### src/rtl/restoring_divider.sv
// Restoring divider: unsigned WIDTH-bit DIVIDEND / DIVISOR, one quotient bit
// per clock.
// Optional feature macro: RESTORING_DIVIDER_DIVZ_EN.
// When it is defined, the module adds a DIVZ port. A zero divisor then
// finishes on the next edge and raises DIVZ.
// When it is undefined, a zero divisor runs through the normal iterations.
// That run yields an all-ones quotient with the remainder equal to the dividend.
module restoring_divider #(
  parameter int WIDTH = 8
) (
  input  logic             CLK,
  input  logic             RESET,
  input  logic             START,
  input  logic [WIDTH-1:0] DIVIDEND,
  input  logic [WIDTH-1:0] DIVISOR,
  output logic             BUSY,
  output logic             DONE,
  output logic [WIDTH-1:0] QUOTIENT,
  output logic [WIDTH-1:0] REMAINDER
`ifdef RESTORING_DIVIDER_DIVZ_EN
  ,
  output logic             DIVZ
`endif
);

  localparam int CNT_W = $clog2(WIDTH);

  typedef enum logic [1:0] {IDLE, RUN, FINISH} state_t;

  state_t             state_q;
  logic [CNT_W-1:0]   cnt_q;
  logic               busy_q;
  logic               done_q;
  logic [WIDTH-1:0]   quo_q;
  logic [WIDTH-1:0]   rmd_q;
`ifdef RESTORING_DIVIDER_DIVZ_EN
  logic               divz_q;
`endif

  // Working registers: remaining dividend bits (quotient bits shift in at the
  // LSB), latched divisor and partial remainder.
  logic [WIDTH-1:0]   dvd_q;
  logic [WIDTH-1:0]   dsr_q;
  logic [WIDTH-1:0]   prem_q;

  logic               accept;
  logic               last_iter;
  logic [WIDTH:0]     shifted;
  logic [WIDTH+1:0]   trial;
  logic               qbit;
  logic [WIDTH-1:0]   prem_d;
  logic [WIDTH-1:0]   dvd_d;
  logic               unused_trial_msb;

  assign accept    = START && (state_q != RUN);
  assign last_iter = (cnt_q == CNT_W'(WIDTH - 1));

  // Shift the next dividend bit into the partial remainder.
  // Then trial-subtract the divisor as remainder + ~divisor + 1 at WIDTH+1 bits.
  // Carry-out set means no borrow.
  assign shifted = {prem_q, dvd_q[WIDTH-1]};
  assign trial   = {1'b0, shifted} + {1'b0, ~{1'b0, dsr_q}} + (WIDTH+2)'(1);
  assign qbit    = trial[WIDTH+1];
  // A committed difference is always below the divisor, so it fits in WIDTH bits.
  // A restored value below the divisor also fits in WIDTH bits.
  assign prem_d  = qbit ? trial[WIDTH-1:0] : shifted[WIDTH-1:0];
  assign dvd_d   = {dvd_q[WIDTH-2:0], qbit};
  assign unused_trial_msb = trial[WIDTH];

  // Datapath: load operands on an accepted START, iterate once per RUN cycle.
  always_ff @(posedge CLK) begin
    if (accept) begin
      dvd_q  <= DIVIDEND;
      dsr_q  <= DIVISOR;
      prem_q <= '0;
    end else if (state_q == RUN) begin
      dvd_q  <= dvd_d;
      prem_q <= prem_d;
    end
  end

  // Control FSM with registered BUSY/DONE and result registers.
  always_ff @(posedge CLK or posedge RESET) begin
    if (RESET) begin
      state_q <= IDLE;
      cnt_q   <= '0;
      busy_q  <= 1'b0;
      done_q  <= 1'b0;
      quo_q   <= '0;
      rmd_q   <= '0;
`ifdef RESTORING_DIVIDER_DIVZ_EN
      divz_q  <= 1'b0;
`endif
    end else begin
      done_q <= 1'b0;
      case (state_q)
        IDLE, FINISH: begin
          if (START) begin
            cnt_q <= '0;
`ifdef RESTORING_DIVIDER_DIVZ_EN
            if (DIVISOR == '0) begin
              state_q <= FINISH;
              busy_q  <= 1'b0;
              done_q  <= 1'b1;
              quo_q   <= '1;
              rmd_q   <= DIVIDEND;
              divz_q  <= 1'b1;
            end else begin
              state_q <= RUN;
              busy_q  <= 1'b1;
              divz_q  <= 1'b0;
            end
`else
            state_q <= RUN;
            busy_q  <= 1'b1;
`endif
          end else begin
            state_q <= IDLE;
          end
        end
        RUN: begin
          if (last_iter) begin
            state_q <= FINISH;
            cnt_q   <= '0;
            busy_q  <= 1'b0;
            done_q  <= 1'b1;
            quo_q   <= dvd_d;
            rmd_q   <= prem_d;
          end else begin
            cnt_q   <= cnt_q + CNT_W'(1);
          end
        end
        default: begin
          state_q <= IDLE;
          busy_q  <= 1'b0;
        end
      endcase
    end
  end

  assign BUSY      = busy_q;
  assign DONE      = done_q;
  assign QUOTIENT  = quo_q;
  assign REMAINDER = rmd_q;
`ifdef RESTORING_DIVIDER_DIVZ_EN
  assign DIVZ      = divz_q;
`endif

endmodule

### config.mk
export PLATFORM = sky130hd
export DESIGN_NAME = restoring_divider
export DESIGN_NICKNAME = d
export VERILOG_FILES = /design/src/rtl/restoring_divider.sv
export SDC_FILE = /design/constraint.sdc
export NUM_CORES = 1
export LEC_CHECK = 0
export ABC_AREA = 0
export BUFFER_PORTS_ARGS = -buffer_cell sky130_fd_sc_hd__buf_2
export CORE_MARGIN = 2
export CORE_UTILIZATION = 55
export CTS_CLUSTER_DIAMETER = 120
export DETAILED_ROUTE_END_ITERATION = 8
export MAX_ROUTING_LAYER = met4
export PLACE_DENSITY = 0.87
export SLEW_MARGIN = 15
export SYNTH_ARGS = -nofsm -noshare
export SYNTH_HDL_FRONTEND = slang
export SYNTH_SLANG_ARGS = --single-unit
### constraint.sdc
create_clock -name CLK -period 2.4 [get_ports CLK]
set_input_delay 0.24 -clock CLK [delete_from_list [all_inputs] [get_ports CLK]]
set_output_delay 0.24 -clock CLK [all_outputs]
set_load 0.005 [all_outputs]
# Yosys cells after proc, flatten, opt, wreduce, memory -nomap -nowiden
# Cells that the tools add are included.
# Widths: inputs -> output; s select.
[word_totals]
wordCells = 41
regBits = 47
in_bits = 19
output_inout_bits = 18
[classes]
add_sub_neg = 3
eq_ne = 6
muxes = 14
reduce_logical = 8
n_bitwise = 1
[ops]
columns = ["op", "count"]
rows = [
  ["$mux 8", 3],
  ["$add 10x1->10 const B", 1],
  ["$add 9x9->10", 1],
  ["$not 8->9", 1],
  ["$mux 3", 2],
  ["$pmux 3 s2", 1],
  ["$reduce_and 2->1", 3],
  ["$mux 1", 5],
  ["$ne 2x2->1 const B", 2],
  ["$pmux 2 s2", 1],
  ["$reduce_bool 2->1", 2],
  ["$add 3x1->3 const B", 1],
  ["$eq 3x3->1 const B", 1],
  ["$eq 2x1->1 const B", 1],
  ["$eq 2x2->1 const B", 1],
  ["$logic_not 2->1", 1],
  ["$mux 2", 1],
  ["$ne 2x1->1 const B", 1],
  ["$pmux 1 s2", 1],
  ["$reduce_or 2->1", 1],
  ["$logic_and 1x1->1", 1],
]

# Longest topological paths before layout
# Gate-level depths: netlist of run 1.
[depth]
depth_word = 5
mapped_depth = 9
depth_no_buf = 8

# Worst setup path after synthesis of run 1
# OpenSTA, ideal clock, no wires.
[synth_path]
path_type = "register to register"
start = "register dvd_q[7]"
end = "register rmd_q[6] (netlist: REMAINDER[6])"
path_buffers = 0
stages_incl_launch_ff = 9
arrival_time_ps = 1813
setup_time_ps = 77
slack_ps = 510
synth_period_minus_slack_ps = 1890
required_time_ps = 2323
path_cell_list = "edfxtp_1 -> inv_1 -> ha_1 -> fa_1 -> nand2b_1 -> a2111o_1 -> o311ai_0 -> mux2i_1 -> o21ai_1"
[synth_via]
elab_chain_len = 3
[synth_lines]
columns = ["element", "line", "source"]
rows = [
  ["from (decl)", "42", "logic [WIDTH-1:0] dvd_q;"],
  ["from (signal assigned)", "77", "dvd_q <= dvd_d;"],
  ["$add 9x9->10", "62", "assign trial = {1'b0, shifted} + {1'b0, ~{1'b0, dsr_q}} + (WIDTH+2)'(1);"],
  ["$add 10x1->10", "62", ""],
  ["$mux 8", "66", "assign prem_d = qbit ? trial[WIDTH-1:0] : shifted[WIDTH-1:0];"],
  ["to (signal assigned)", "128", "rmd_q <= prem_d;"],
  ["to (decl)", "35", "logic [WIDTH-1:0] rmd_q;"],
]
# Every way passes these cells.
# A chain may end at the register's enable or synchronous reset.

# Worst setup path in the final report of run 1
[layout_path]
start = "register prem_q[3]"
end = "register rmd_q[7] (netlist: REMAINDER[7])"
[layout_via]
elab_chain_len = 3
[layout_lines]
columns = ["element", "line", "source"]
rows = [
  ["from (decl)", "44", "logic [WIDTH-1:0] prem_q;"],
  ["from (signal assigned)", "78", "prem_q <= prem_d;"],
  ["$add 9x9->10", "62", ""],
  ["$add 10x1->10", "62", ""],
  ["$mux 8", "66", ""],
]
# Every way passes these cells.

==> results of run 1 <==
## through the flow
stage | worst slack [ps] | hold WS [ps] | power [W] | std cells
6_report | 223 | 109 | 0.00363 | 300
5_1_grt | 116 | 98.2 | 0.00393 | 300
4_1_cts | 103 | 106 | 0.00362 | 300
3_5_place_dp | 132 | 419 | 0.00316 | 292
3_3_place_gp | 250 | 419 | 0.00307 | 292
2_1_floorplan | 510 | 242 | 0.00267 | 210
## state kept, by name, indices dropped and copies added (netlist names)
| register | count |
|---|---|
| DONE | 1 |
| BUSY | 1 |
| REMAINDER | 8 |
| QUOTIENT | 8 |
| prem_q | 8 |
| dsr_q | 8 |
| cnt_q | 3 |
| state_q | 2 |
| dvd_q | 8 |
## power by group through the flow
stage	Sequential [W]	Combinational [W]	Clock, W
after floorplan	0.00141	0.00127	0
after global placement	0.00143	0.00164	0
after detailed placement	0.00145	0.00171	0
after CTS	0.00143	0.00172	0.000472
after global routing	0.00147	0.00195	0.000511
final	0.00143	0.00173	0.000465
## area by class of cell
cell class	instances	area, µm²	area share, %
clock inverters	2	12.5	0.489
well taps	50	62.6	2.44
clock buffers	6	72.6	2.83
flip-flops and latches	47	1220	47.5
inverters	17	63.8	2.49
repair buffers	38	195	7.62
multi-input cells	140	938	36.6
## logic make-up (layout without fill, tap and decap cells)
logic type | Yosys count | in the layout | synth area share [%]
muxes | 12 | 12 | 5.78
and+or+nand+nor | 67 | 67 | 13.9
AOI/OAI and AO/OA | 46 | 46 | 13.9
DFF | 47 | 47 | 54.1
buffers and inverters | 23 | 63 | 4.34
adders and majority gates | 11 | 11 | 6.45
xor gates and xnor gates | 4 | 4 | 1.56
## per-layer routing
metal	GRT usage [%]	up-vias	wire length (µm)
met3	5.43	7	156
met1	26.9	789	2000
met5	-	-	0
li1	-	811	-
met4	7.50	0	64
met2	33.3	37	2130
## repair_timing
action                                  4_1_cts  5_1_grt
endpoints found under the setup margin        0        5
hold buffers                                  0        0
gates resized for setup                       0        1
## worst reg2reg max path, delay by kind of cell, from the launching register on
family	cells	cell delay [ps]
AOI/OAI and AO/OA	4	940
DFF	1	410
and+or+nand+nor	1	370
adders and majority gates	1	330
## Yosys cell counts (all sizes together), types with 2 or more instances
library cell  number
inv               16
nand3b             4
a211oi             2
ha                10
xor2               2
edfxtp            16
o21ai             22
a21oi              7
nand2b             5
dfrtp             23
nor2               9
a22o               2
a2bb2oi            2
dfxtp              8
a31oi              2
mux2               8
nor2b              3
xnor2              2
buf                2
o31ai              2
nand2             39
nor3b              3
mux2i              4
clkbuf             4
## worst max-delay path by stage
stage / from / endpoint / slack, ps / cells past startpoint
final: prem_q[3] / REMAINDER[7] / 220 / 6
after global routing: dsr_q[6] / REMAINDER[3] / 120 / 7
after CTS: dsr_q[6] / REMAINDER[7] / 100 / 7
after detailed placement: dsr_q[6] / REMAINDER[7] / 130 / 7
after global placement: dsr_q[6] / REMAINDER[2] / 250 / 7
after floorplan: dvd_q[7] / REMAINDER[6] / 510 / 8
==> flow_summary.ini, run 1 <==
[critical_path]
r2r_start = prem_q[3]
cp-start-kind = flip-flop
r2r_cells = 6
endpoint_kind = flip-flop
slowest_stage = dfxtp_1
crit_type = reg -> reg
max_stage_delay_ps = 410
cp_max_fo = 8
arrival_ps = 2350
critPathBufInv = 0
r2r_end = REMAINDER[7]
worstPathCellList = ha_1 -> a21oi_1 -> o221ai_1 -> or2_4 -> a31oi_1 -> o21ai_0
crit_required_ps = 2570
path_delay_family = compound AO/OA/AOI/OAI gates
r2r_slack_ps = 220

[sta]
fin_crit_ps = 2180
hold_viol_final = 0
setup_viol = 0
max_freq_mhz = 459
period_share_pct = 90.7
skew_ps = 7.27
worstMarginPinSlew_ps = 884
maxSlewHeadroom_pct = 41.0
setup_tns_ps = 0
drv_slew = 0
rsz0062_at_grt = no

[placement]
place_area_um2 = 2470
gp_congestion = 0.893
io_buffers = 36
hpwl_mm = 3.30

[grt]
grt_pass1_vias = 1508
grt_max_degree = 27
grt_pass1_wl_mm = 6.93
grt_usage_pct = 21.3
antenna_found_initial = 0
grt_overflow = 0

[synthesis]
synth.avg_cell_area_um2 = 10.7
ys_ff_latch = 47
yosys_warnings = 0
synth_top_area_cell = dfrtp_1
syn_nets = 240
synthCells = 210
synthFlopType = dfrtp_1
synth_top_area_share_pct = 25.6
synthTopCellsByArea = dfrtp_1, edfxtp_1, dfxtp_1
synth_cell_types = 40
synth_edf_count = 16
syn_area_um2 = 2250
ys_seq_area_share_pct = 54.1
ys_async_sr_fraction_pct = 48.9

[layout]
area_growth_pct = 13.8
finalNetCount = 279
layout-drive-gt1-share_pct = 22.4
final_common_cell = nand2_1
layout_common_cells = nand2_1, buf_2, dfrtp_1
final_util_pct = 64.5
fillCellCount = 327
antenna_cells = 0
final_cell_area_um2 = 2560

[pwr]
clock_power_share_pct = 12.8
p_switching_w = 0.00145
sequentialPowerShare_pct = 39.5
leakage_nw = 1.19
swShare_pct = 39.9
peakVddDrop_mv = 0.824
pwr-share-comb_pct = 47.6
internal_power_w = 0.00218
power_density_nw_per_um2 = 1420

[die]
io_pins = 37
die_h_um = 68.0
floorplan.initialDensity_pct = 56.6
core_area_um2 = 3970
chipWidth_um = 68.0
design.die.area_um2 = 4620
rows = 23

[clocking]
htreeDepth = 2
postCtsSetupBuffers = 0
root_buffer = clkbuf_8
clk_latency_ps = 300
cts_tree = yes
clk_pin_slew_ps = 90
cts_buffers = 5
clk_path_buf_depth = 2
cts_sinks = 47

[route]
drt_iter0_markers = 111
drc = 0
vias = 1644
postRouteWirelength_mm = 4.35
via_per_inst = 5.48
firstDrtPassIters = 4
ant_nets = 0
wl_per_cell_um = 14.5

[job]
drv_cap = 0

[status]
status = finished clean

[hold_path]
hold_class = in -> async
No activity file was read; power rests on OpenSTA's default activity.
==> run 2, diff against run 1 <==
--- a/config.mk
+++ b/config.mk
@@ -7,6 +7,7 @@
 export LEC_CHECK = 0
 export ABC_AREA = 0
 export BUFFER_PORTS_ARGS = -buffer_cell sky130_fd_sc_hd__buf_2
+export CORE_ASPECT_RATIO = 0.9
 export CORE_MARGIN = 2
 export CORE_UTILIZATION = 55
 export CTS_CLUSTER_DIAMETER = 120
==> flow_summary.ini, run 2 (synthesized netlist as in run 1, its figures left out) <==
[route]
wl_per_cell_um = 14.1
met1_length_mm = 1.85
ant_nets = 0
drc = 0
vias = 1622
wl_met3_um = 212
routed.top_layer = met4
firstDrtPassIters = 4
route.met2.wl_mm = 2.13
via_per_inst = 5.44
drt_iter0_markers = 99
postRouteWirelength_mm = 4.22

[job]
drv_cap = 0

[layout]
area_growth_pct = 13.7
antenna_cells = 0
final_cell_count_no_fill = 298
final_util_pct = 64.1
layout-drive-gt1-share_pct = 22.8
fillCellCount = 313
final_common_cell = nand2_1
finalNetCount = 279
layout_common_cells = nand2_1, buf_2, dfrtp_1

[grt]
grt_usage_pct = 21.1
grt_pass1_vias = 1581
grt_pass1_wl_mm = 7.29
grt_max_degree = 27
antenna_found_initial = 0
grt_overflow = 0

[sta]
setup_viol = 0
maxSlewHeadroom_pct = 41.9
period_share_pct = 88.9
hold_slack_ps = 114
fin_crit_ps = 2130
skew_ps = 3.88
max_freq_mhz = 469
rsz0062_at_grt = no
setup_tns_ps = 0
hold_viol_final = 0
drv_slew = 0
worstMarginPinSlew_ps = 870

[clocking]
htreeDepth = 2
cts_sinks = 47
clk_pin_slew_ps = 80
clk_path_buf_depth = 2
postCtsSetupBuffers = 0
clk_latency_ps = 290
cts_tree = yes
root_buffer = clkbuf_8
cts_buffers = 5
hold_buffers = 0

[critical_path]
endpoint_kind = flip-flop
cp_max_fo = 9
r2r_cells = 7
r2r_end = REMAINDER[2]
r2r_start = dsr_q[6]
cp-start-kind = flip-flop
arrival_ps = 2310
crit_required_ps = 2580
r2r_slack_ps = 270
crit_type = reg -> reg

[pwr]
sequentialPowerShare_pct = 39.4
leakage_nw = 1.19
internal_power_w = 0.00218
pwr-share-comb_pct = 48.0
swShare_pct = 39.6
clock_power_share_pct = 12.6
power_density_nw_per_um2 = 1410
peakVddDrop_mv = 0.781
p_switching_w = 0.00143

[hold_path]
hold_class = in -> async

[die]
rows = 22
design.die.area_um2 = 4620
io_pins = 37
floorplan.initialDensity_pct = 56.4
core_area_um2 = 3990
die_h_um = 64.7
chipWidth_um = 71.4

[placement]
gp_congestion = 0.847
place_inst = 290
io_buffers = 36
hpwl_mm = 3.07

[status]
status = finished clean
==> run 2: cell types whose count changed in the layout (fill, tap and decap cells not counted) <==
| cell | before | now |
|---|---|---|
| clkinv_1 | 2 | 1 |
| clkinvlp_4 | 0 | 1 |
| clkinv_2 | 0 | 1 |
| clkinv_4 | 1 | 0 |
==> run 2: how the worst max path moves through the flow <==
stage | start | endpoint | cells past startpoint | slack, ps
2_1_floorplan | dvd_q[7] | REMAINDER[6] | 8 | 510
3_3_place_gp | dsr_q[6] | REMAINDER[6] | 7 | 230
3_5_place_dp | dsr_q[6] | REMAINDER[2] | 7 | 130
4_1_cts | dsr_q[6] | REMAINDER[2] | 7 | 110
5_1_grt | dsr_q[6] | REMAINDER[2] | 7 | 90
6_report | dsr_q[6] | REMAINDER[2] | 7 | 270
==> run 2: layout make-up <==
type	instances	area (µm²)	share of cell area (%)
clock inverters	2	12.5	0.489
multi-input cells	140	938	36.7
inverters	17	63.8	2.49
flip-flops and latches	47	1220	47.5
clock buffers	6	72.6	2.84
repair buffers	38	195	7.63
well taps	48	60.1	2.35
==> run 2: worst max-delay path, cell delays in order (launching register included) <==
cell and delay (ps):
edfxtp_1 330, inv_1 40, ha_1 460, nand4_2 160, a2111oi_4 410, or2_4 270, mux2i_1 260, o21ai_1 80
==> run 2: power by group through the flow <==
stage / registers, W / logic, W / clock network (W)
6_report: 0.00142 / 0.00173 / 0.000455
5_1_grt: 0.00146 / 0.00196 / 0.000498
4_1_cts: 0.00142 / 0.00173 / 0.000467
3_5_place_dp: 0.00143 / 0.00171 / 0
3_3_place_gp: 0.00143 / 0.00165 / 0
2_1_floorplan: 0.00141 / 0.00127 / 0
==> run 2: timing repair <==
item                       4_1_cts  5_1_grt
gates resized for setup          0        1
setup endpoints to repair        0        9
hold endpoints to repair         0        0
==> run 2: metal layers <==
layer	track usage, %	vias up
li1	-	814
met1	27.9	769
met2	32.5	37
met3	5.29	2
met4	6.13	0
met5	-	-
==> run 2: metrics by stage <==
step | setup slack [ps] | instance area (µm²) | power (W)
6_report | 267 | 2560 | 0.00360
5_1_grt | 92.1 | 2560 | 0.00392
4_1_cts | 110 | 2560 | 0.00361
3_3_place_gp | 230 | 2470 | 0.00307
3_5_place_dp | 128 | 2470 | 0.00314
2_1_floorplan | 510 | 2250 | 0.00267
==> run 3, diff against run 2 <==
--- a/config.mk
+++ b/config.mk
@@ -10,6 +10,7 @@
 export CORE_ASPECT_RATIO = 0.9
 export CORE_MARGIN = 2
 export CORE_UTILIZATION = 55
+export CTS_BUF_LIST = sky130_fd_sc_hd__clkbuf_4 sky130_fd_sc_hd__clkbuf_8
 export CTS_CLUSTER_DIAMETER = 120
 export DETAILED_ROUTE_END_ITERATION = 8
 export MAX_ROUTING_LAYER = met4
==> flow_summary.ini, run 3 (synthesized netlist as in run 1, its figures left out) <==
[status]
status = finished clean

[placement]
place_area_um2 = 2470
io_buffers = 36
dp_slack_ps = 128
gp_congestion = 0.847
hpwl_mm = 3.07

[route]
firstDrtPassIters = 4
ant_nets = 0
drc = 0
routed.top_layer = met4
wl_met3_um = 283
drt_iter0_markers = 87
via_per_inst = 5.52
wl_per_cell_um = 14.2
route.met2.wl_mm = 2.06
vias = 1644
met1_length_mm = 1.84
postRouteWirelength_mm = 4.24

[pwr]
p_switching_w = 0.00144
power_density_nw_per_um2 = 1420
peakVddDrop_mv = 0.781
clock_power_share_pct = 13.2
internal_power_w = 0.00219
leakage_nw = 1.19
swShare_pct = 39.7
pwr-share-comb_pct = 47.7
sequentialPowerShare_pct = 39.1

[critical_path]
crit_type = reg -> reg
r2r_slack_ps = 270
arrival_ps = 2320
r2r_start = dsr_q[6]
cp_max_fo = 9
cp-start-kind = flip-flop
r2r_cells = 7
crit_required_ps = 2590
endpoint_kind = flip-flop
r2r_end = REMAINDER[2]
crit_path_start = dsr_q[6]

[sta]
setup_tns_ps = 0
period_share_pct = 88.9
worstMarginPinSlew_ps = 860
fin_crit_ps = 2130
hold_slack_ps = 103
worst_slack_ps = 267
drv_slew = 0
setup_viol = 0
rsz0062_at_grt = no
maxSlewHeadroom_pct = 42.6
hold_viol_final = 0
skew_ps = 6.31
max_freq_mhz = 469

[layout]
antenna_cells = 0
final_cell_area_um2 = 2560
layout-drive-gt1-share_pct = 23.2
final_util_pct = 64.2
layout_common_cells = nand2_1, buf_2, dfrtp_1
final_common_cell = nand2_1
finalNetCount = 279
area_growth_pct = 13.9

[clocking]
cts_tree = yes
clk_path_buf_depth = 2
cts_buffers = 5
hold_buffers = 0
root_buffer = clkbuf_8
cts_sinks = 47
clk_latency_ps = 300
postCtsSetupBuffers = 0
htreeDepth = 2
clk_pin_slew_ps = 90

[grt]
grt_pass1_vias = 1584
grt_max_degree = 27
grt_usage_pct = 21.1
grt_overflow = 0
grt_pass1_wl_mm = 7.29
antenna_found_initial = 0

[die]
chipWidth_um = 71.4
design.die.area_um2 = 4620
io_pins = 37
rows = 22
core_area_um2 = 3990
die_h_um = 64.7
floorplan.initialDensity_pct = 56.4

[job]
drv_cap = 0

[hold_path]
hold_class = in -> async
## run 3: timing repair
action	4_1_cts	5_1_grt
endpoints found under the setup margin	0	9
resized for setup	0	1
endpoints found under the hold margin	0	0
## run 3: power by group through the flow
stage / clock (W) / combinational (W) / sequential, W
floorplan: 0 / 0.00127 / 0.00141
global placement: 0 / 0.00165 / 0.00143
detailed placement: 0 / 0.00171 / 0.00143
CTS: 0.000480 / 0.00173 / 0.00142
global route: 0.000510 / 0.00196 / 0.00146
finish: 0.000479 / 0.00173 / 0.00142
## run 3: per-layer routing
metal  vias up  global-route usage (%)
met3         9                    5.29
met5         -                       -
met2        58                    32.4
met1       763                    28.0
li1        814                       -
met4         0                    6.13
## run 3: worst max-delay path by stage
| stage | cells past startpoint | end | slack [ps] |
|---|---|---|---|
| after floorplan | 8 | REMAINDER[6] | 510 |
| after global placement | 7 | REMAINDER[6] | 230 |
| after detailed placement | 7 | REMAINDER[2] | 130 |
| after CTS | 7 | REMAINDER[2] | 110 |
| after global routing | 7 | REMAINDER[2] | 90 |
| final | 7 | REMAINDER[2] | 270 |
## run 3: worst max-delay path: stages (launching register included)
cell and delay, ps:
edfxtp_1 330, inv_1 40, ha_1 460, nand4_2 160, a2111oi_4 410, or2_4 270
mux2i_1 270, o21ai_1 90
## run 3: area by class of cell
cell class	count	area, µm²
sequential	47	1220
multi-input combinational	140	938
inverter	17	63.8
fill	312	1430
clock buffer	6	76.3
clock inverter	2	12.5
tap	48	60.1
timing repair buffer	38	195
## run 3: through the flow
step,cells,power (W)
after global placement,290,0.00307
final,298,0.00363
after floorplan,210,0.00267
after detailed placement,290,0.00314
after global routing,298,0.00393
after CTS,298,0.00363
